$ cat src/rtl/alu_pkg.sv
// Shared definitions for the ALU shift unit: op encodings, the per-stage
// control bundle and a constant log2 helper.
package alu_pkg;

  localparam logic [1:0] SH_SLL = 2'b00;
  localparam logic [1:0] SH_SRL = 2'b01;
  localparam logic [1:0] SH_ROR = 2'b10;
  localparam logic [1:0] SH_SRA = 2'b11;

  // Control carried alongside the data; sign is the original operand MSB.
  typedef struct packed {
    logic [1:0] op;
    logic       sign;
  } shctl_t;

  function automatic int clog2(input int v);
    int r;
    r = 0;
    while ((1 << r) < v) r++;
    return r;
  endfunction

endpackage

$ cat src/rtl/shift_stage.sv
// One registered stage of the log shifter: applies levels LO..HI of the
// shift/rotate, then registers the partial result with its control fields.
module shift_stage
  import alu_pkg::*;
#(
  parameter int WIDTH = 32,
  parameter int SHW   = 5,
  parameter int LO    = 0,
  parameter int HI    = 0
) (
  input  logic             clk,
  input  logic             reset,
  input  logic             advance,
  input  logic             vld,
  input  shctl_t           ctl,
  input  logic [SHW-1:0]   amt,
  input  logic [WIDTH-1:0] d,
  output logic             q_vld,
  output shctl_t           q_ctl,
  output logic [SHW-1:0]   q_amt,
  output logic [WIDTH-1:0] q_d,
  output logic [WIDTH-1:0] nxt
);

  always_comb begin
    nxt = d;
    for (int k = LO; k <= HI; k++) begin
      if (amt[k]) begin
        case (ctl.op)
          SH_SLL:  nxt = nxt << (1 << k);
          SH_SRL:  nxt = nxt >> (1 << k);
          // Fill comes from the carried sign, not the partial result's MSB.
          SH_SRA:  nxt = (nxt >> (1 << k)) |
                         (ctl.sign ? ~({WIDTH{1'b1}} >> (1 << k)) : '0);
          default: nxt = (nxt >> (1 << k)) | (nxt << (WIDTH - (1 << k)));
        endcase
      end
    end
  end

  always_ff @(posedge clk) begin
    if (reset) begin
      q_vld <= 1'b0;
      q_ctl <= '0;
      q_amt <= '0;
      q_d   <= '0;
    end else if (advance) begin
      q_vld <= vld;
      q_ctl <= ctl;
      q_amt <= amt;
      q_d   <= nxt;
    end
  end

endmodule

$ cat src/rtl/alu_shift_pipe.sv
// Pipelined barrel shifter (SLL/SRL/SRA/ROR) with valid/ready handshake,
// whole-pipeline stall and a registered zero flag.
module alu_shift_pipe
  import alu_pkg::*;
#(
  parameter int WIDTH  = 32,
  parameter int STAGES = 2
) (
  input  logic             clk,
  input  logic             reset,
  input  logic             in_valid,
  output logic             in_ready,
  input  logic [WIDTH-1:0] in_a,
  input  logic [WIDTH-1:0] in_b,
  input  logic [1:0]       in_op,
  output logic             out_valid,
  input  logic             out_ready,
  output logic [WIDTH-1:0] out_s,
  output logic             out_zero
);

  localparam int SHW = clog2(WIDTH);

  logic                           advance;
  logic [STAGES:0]                vld_pipe;
  shctl_t [STAGES:0]              ctl_pipe;
  logic [STAGES:0][SHW-1:0]       amt_pipe;
  logic [STAGES:0][WIDTH-1:0]     d_pipe;
  logic [STAGES-1:0][WIDTH-1:0]   nxt_pipe;
  logic                           unused_bits;

  // The whole pipe moves together; an empty output slot never blocks.
  assign advance  = out_ready || !out_valid;
  assign in_ready = advance;

  assign vld_pipe[0] = in_valid;
  assign ctl_pipe[0] = '{op: in_op, sign: in_b[WIDTH-1]};
  assign amt_pipe[0] = in_a[SHW-1:0];
  assign d_pipe[0]   = in_b;

  generate
    for (genvar s = 0; s < STAGES; s++) begin : g_stg
      // Level k lands in stage floor(k*STAGES/SHW).
      localparam int LO = (s * SHW + STAGES - 1) / STAGES;
      localparam int HI = ((s + 1) * SHW + STAGES - 1) / STAGES - 1;

      shift_stage #(
        .WIDTH(WIDTH),
        .SHW  (SHW),
        .LO   (LO),
        .HI   (HI)
      ) u_stage (
        .clk    (clk),
        .reset  (reset),
        .advance(advance),
        .vld    (vld_pipe[s]),
        .ctl    (ctl_pipe[s]),
        .amt    (amt_pipe[s]),
        .d      (d_pipe[s]),
        .q_vld  (vld_pipe[s+1]),
        .q_ctl  (ctl_pipe[s+1]),
        .q_amt  (amt_pipe[s+1]),
        .q_d    (d_pipe[s+1]),
        .nxt    (nxt_pipe[s])
      );
    end
  endgenerate

  // Zero flag is computed from the last stage's input so it lands with out_s.
  always_ff @(posedge clk) begin
    if (reset)        out_zero <= 1'b0;
    else if (advance) out_zero <= (nxt_pipe[STAGES-1] == '0);
  end

  assign out_valid = vld_pipe[STAGES];
  assign out_s     = d_pipe[STAGES];

  assign unused_bits = ^{in_a[WIDTH-1:SHW], ctl_pipe[STAGES], amt_pipe[STAGES], nxt_pipe};

endmodule

$ cat config.mk
export PLATFORM = sky130hd
export DESIGN_NAME = alu_shift_pipe
export DESIGN_NICKNAME = d
export VERILOG_FILES = /design/src/rtl/alu_pkg.sv /design/src/rtl/shift_stage.sv /design/src/rtl/alu_shift_pipe.sv
export SDC_FILE = /design/constraint.sdc
export NUM_CORES = 1
export LEC_CHECK = 0
export BUFFER_PORTS_ARGS = -buffer_cell sky130_fd_sc_hd__clkbuf_2
export CORE_ASPECT_RATIO = 0.8
export CORE_MARGIN = 8
export CORE_UTILIZATION = 50
export DETAILED_ROUTE_END_ITERATION = 10
export PLACE_DENSITY = 0.71
export SYNTH_ARGS = -nofsm -noshare
export SYNTH_HDL_FRONTEND = slang
export SYNTH_HIERARCHICAL = 1
export SYNTH_SLANG_ARGS = --single-unit
$ cat constraint.sdc
create_clock -name clk -period 2.2 [get_ports clk]
set_input_delay 0.11 -clock clk [delete_from_list [all_inputs] [get_ports clk]]
set_output_delay 0.11 -clock clk [all_outputs]
set_load 0.01 [all_outputs]
### Word-level counts from Yosys, hierarchy flattened

Cells that the tools add are included.

| storage, ports and cells | value |
|---|---|
| bits in latches | 0 |
| memories kept | 0 |
| memory bits (writable) | 0 |
| bits in registers | 75 |
| output and inout bits | 35 |
| ROM bits | 0 |
| input bits | 70 |

| operators by class | value |
|---|---|
| $lt $le $gt $ge | 0 |
| shift-type cells | 0 |
| multipliers | 0 |
| $add $sub $neg | 0 |
| eq/ne operators | 4 |
| multiplexer cells | 15 |
| bitwise logic cells | 10 |
| divide/modulo/power cells | 0 |
| reductions and logical operators | 5 |

Operators by type and width:

| operator | number |
|---|---|
| case mux 32 bit (3 select lines) | 5 |
| two-way mux 32 bit | 10 |
| OR 16 x 32 -> 32 bit | 2 |
| OR 24 x 32 -> 32 bit | 2 |
| OR 28 x 32 -> 32 bit | 2 |
| OR 30 x 32 -> 32 bit | 2 |
| OR 31 x 32 -> 32 bit | 2 |
| zero test 32 bit | 1 |
| equality test 2 x 1 -> 1 bit (second input constant) | 2 |
| equality test 2 bit (second input constant) | 2 |
| zero test 2 bit | 2 |
| zero test 1 bit | 1 |
| logical OR 1 bit | 1 |

### Longest topological paths before layout

| depth | value |
|---|---|
| word-level depth | 10 |
| gate-level depth with buffers | 9 |

### Modules after synthesis

Netlist, hierarchy kept.

By module, submodules not included:

| module | seq. area each (µm²) | times used | area an instance (µm²) | cells each |
|---|---|---|---|---|
| shift_stage (g_stg[0].u_stage) | 820.8 | 1 | 4878.4 | 621 |
| shift_stage (g_stg[1].u_stage) | 820.8 | 1 | 2927.8 | 386 |
| alu_shift_pipe | 20.0 | 1 | 142.6 | 16 |

### Worst setup path after synthesis

Ideal clock, no wire load.

| timing | value |
|---|---|
| path kind | reg2reg |
| from | reg g_stg[0].u_stage/q_ctl[2] in the netlist's numbering |
| to | reg out_zero |
| required time | 2.112 ns |
| cell stages (with the launch flop) | 10 |
| slack | 0.209 ns |
| arrival time | 1.903 ns |
| path buffers | 2 |
| clock period less this slack | 1.991 ns |
| library setup time | 0.088 ns |
| cells stage by stage | dfxtp_1 -> or2_1 -> buf_6 -> buf_6 -> mux2_4 -> a211oi_2 -> nor2_1 -> nor4_1 -> nand3_1 -> o32ai_2 |

RTL lines:

| element | line | source |
|---|---|---|
| start: declaration | shift_stage.sv:19 | `output shctl_t q_ctl,` |
| start signal: assignment | shift_stage.sv:49 | `q_ctl <= ctl;` |
| end signal: assignment | alu_shift_pipe.sv:72 | `else if (advance) out_zero <= (nxt_pipe[STAGES-1] == '0);` |
| end: declaration | alu_shift_pipe.sv:19 | `output logic out_zero` |

==> metrics <==
Post-Place Cells 1231; WL final 29.8 mm; Synth Warn # 6; worst skew pair latency 0.34 ns; worst endpoint required time 2.41 ns; final worst path period share 0.977; max_cap viols 0; grt total ovfl 0; drt first pass iters 8; Max Slew Vio Count 0; VDD IR-drop max between 300 and 400 uV; slew at the pin closest to its max-slew limit 0.792 ns; CTS tree yes; Mapped Area between 7000 and 8000 sq um; I/O pin total between 100 and 150; Startpoint Class flop; Leakage 3.78 nW; CTS sink cnt 72; Final Net Count between 1000 and 1500; Setup WS post-layout around 0.051 ns; synthesized net count 1037; Max FO, Critical Path 7; worst hold slack 0.0112 ns; Post-CTS Hold Buffers 0; total global-route track usage 0.296; RSZ-0062 raised after global routing true; Final ANT Viol Nets 0; Fmax 465 MHz; port bufs 77; Worst setup EP type flop; largest net degree at the start of global routing 75; commonest non-fill, non-tap cell in the layout nor2_1; # setup viols final 0; number of cell rows 40; final cell count without fillers 1256; deepest clock path buffer count 2; routed vias/inst 6.86; min cycle time layout 2.15 ns; CTS clk-pin slew, worst paths 0.06 ns; final RePlAce weighted congestion 0.979; final routed DRC violation total 0; final hold vios 0; Crit Path Class reg2reg; diode count 0; Placeable Area 14800 sq um; Critical Path AT 2.36 ns; P&R area growth vs syn 23.6%; Rel. slew slack 0.458; crit-path cells buf_8 -> clkbuf_16 -> or3b_1 -> a31oi_1 -> a21oi_1 -> nor2_1 -> nor4_2 -> nand3_1 -> o32ai_2; global-route wire length before repair 45.4 mm; htree depth 3; DP HPWL 21.5 mm; Clock Skew a little over 0.007 ns; die span in x 153 um; most frequent cells in the layout nor2_1, buf_4, clkbuf_2, dfxtp_1, nand2_1; DR iter-0 viols 1109; status completed; share of cells above drive strength 1 0.304; vias post-DR between 8000 and 9000; Slowest-stage cell, CP a31oi_1; setup slack at placement -0.0953 ns; Die ar. 19100 sq um; starting density of the core 0.504; initial antenna violation count 0; Routed WL per cell 23.7 um; register-to-register setup slack slightly above 0.05 ns; die height 125 um; Mapped Avg Cell Area 7.72 sq um; CP max stage delay approximately 0.40 ns; P per Cell Area between 500 and 600 nW/um^2; hold crit path type in2reg; Root Buffer clkbuf_16; TritonCTS buffer count 9; Post-Syn Instances 967; number of global-route vias before repair 7794
## per-layer routing
metal	part of all wire	global-route usage	vias to the layer above
li1	-	-	3844
met1	0.45	0.431	4151
met2	0.40	0.400	563
met3	0.13	0.0974	62
met4	0.026	0.0859	0
met5	0	0	-
## per-stage QoR
stage | area (sq um) | util | setup TNS, ns | total power, mW
final | 9230 | 0.623 | 0 | 5.13
after global routing | 9230 | 0.623 | -0.0597 | 5.33
after detailed placement | 8530 | 0.576 | -0.143 | 3.31
after global placement | 8530 | 0.576 | -0.158 | 3.30
after CTS | 8890 | 0.600 | 0 | 4.97
after floorplan | 7460 | - | 0 | 2.61
## final timing paths
check	cells past startpoint	end	start
worst max register to register	9	out_zero	g_stg[0].u_stage/q_ctl[1]
worst min register to register	2	g_stg[1].u_stage/q_d[14]	g_stg[1].u_stage/q_d[14]
worst max-delay path	9	out_zero	g_stg[0].u_stage/q_ctl[1]
worst min-delay path	3	g_stg[0].u_stage/q_amt[4]	in_a[4]
## worst max-delay path: cells and delay by family, from the launching register on
kind / cells / cell delay [ns]
AOI/OAI and AO/OA: 3 / 0.67
buffers and inverters: 2 / 0.29
DFF: 1 / 0.33
and+or+nand+nor: 4 / 0.72
## power breakdown
part	leakage, nW	total (mW)	internal [mW]	switching, mW
clock	0.169	1.65	1.09	0.566
sequential	0.597	1.57	1.42	0.145
combinational	3.01	1.91	0.846	1.06
total	3.78	5.13	3.36	1.78
## flip-flops by register name, summed over array words and instances (netlist names)
| register | flops |
|---|---|
| g_stg.u_stage/q_d | 64 |
| g_stg.u_stage/q_ctl | 3 |
| g_stg.u_stage/q_amt | 2 |
| g_stg.u_stage/q_vld | 2 |
| out_zero | 1 |
## layout make-up
type	instances	area, sq um
multi-input combinational	758	5620
fill	1323	5590
timing repair buffer	195	1490
sequential	72	1450
clock buffer	12	267
tap	189	236
inverter	26	100
clock inverter	4	73.8
## what timing repair did
item	CTS	global route
setup endpoints to repair	1	2
gates cloned	0	2
buffers inserted	0	7
pin swaps	0	13
endpoints found under the hold margin	0	0
resized for setup	7	47
Note: power is estimated with default switching activity, not from simulation.
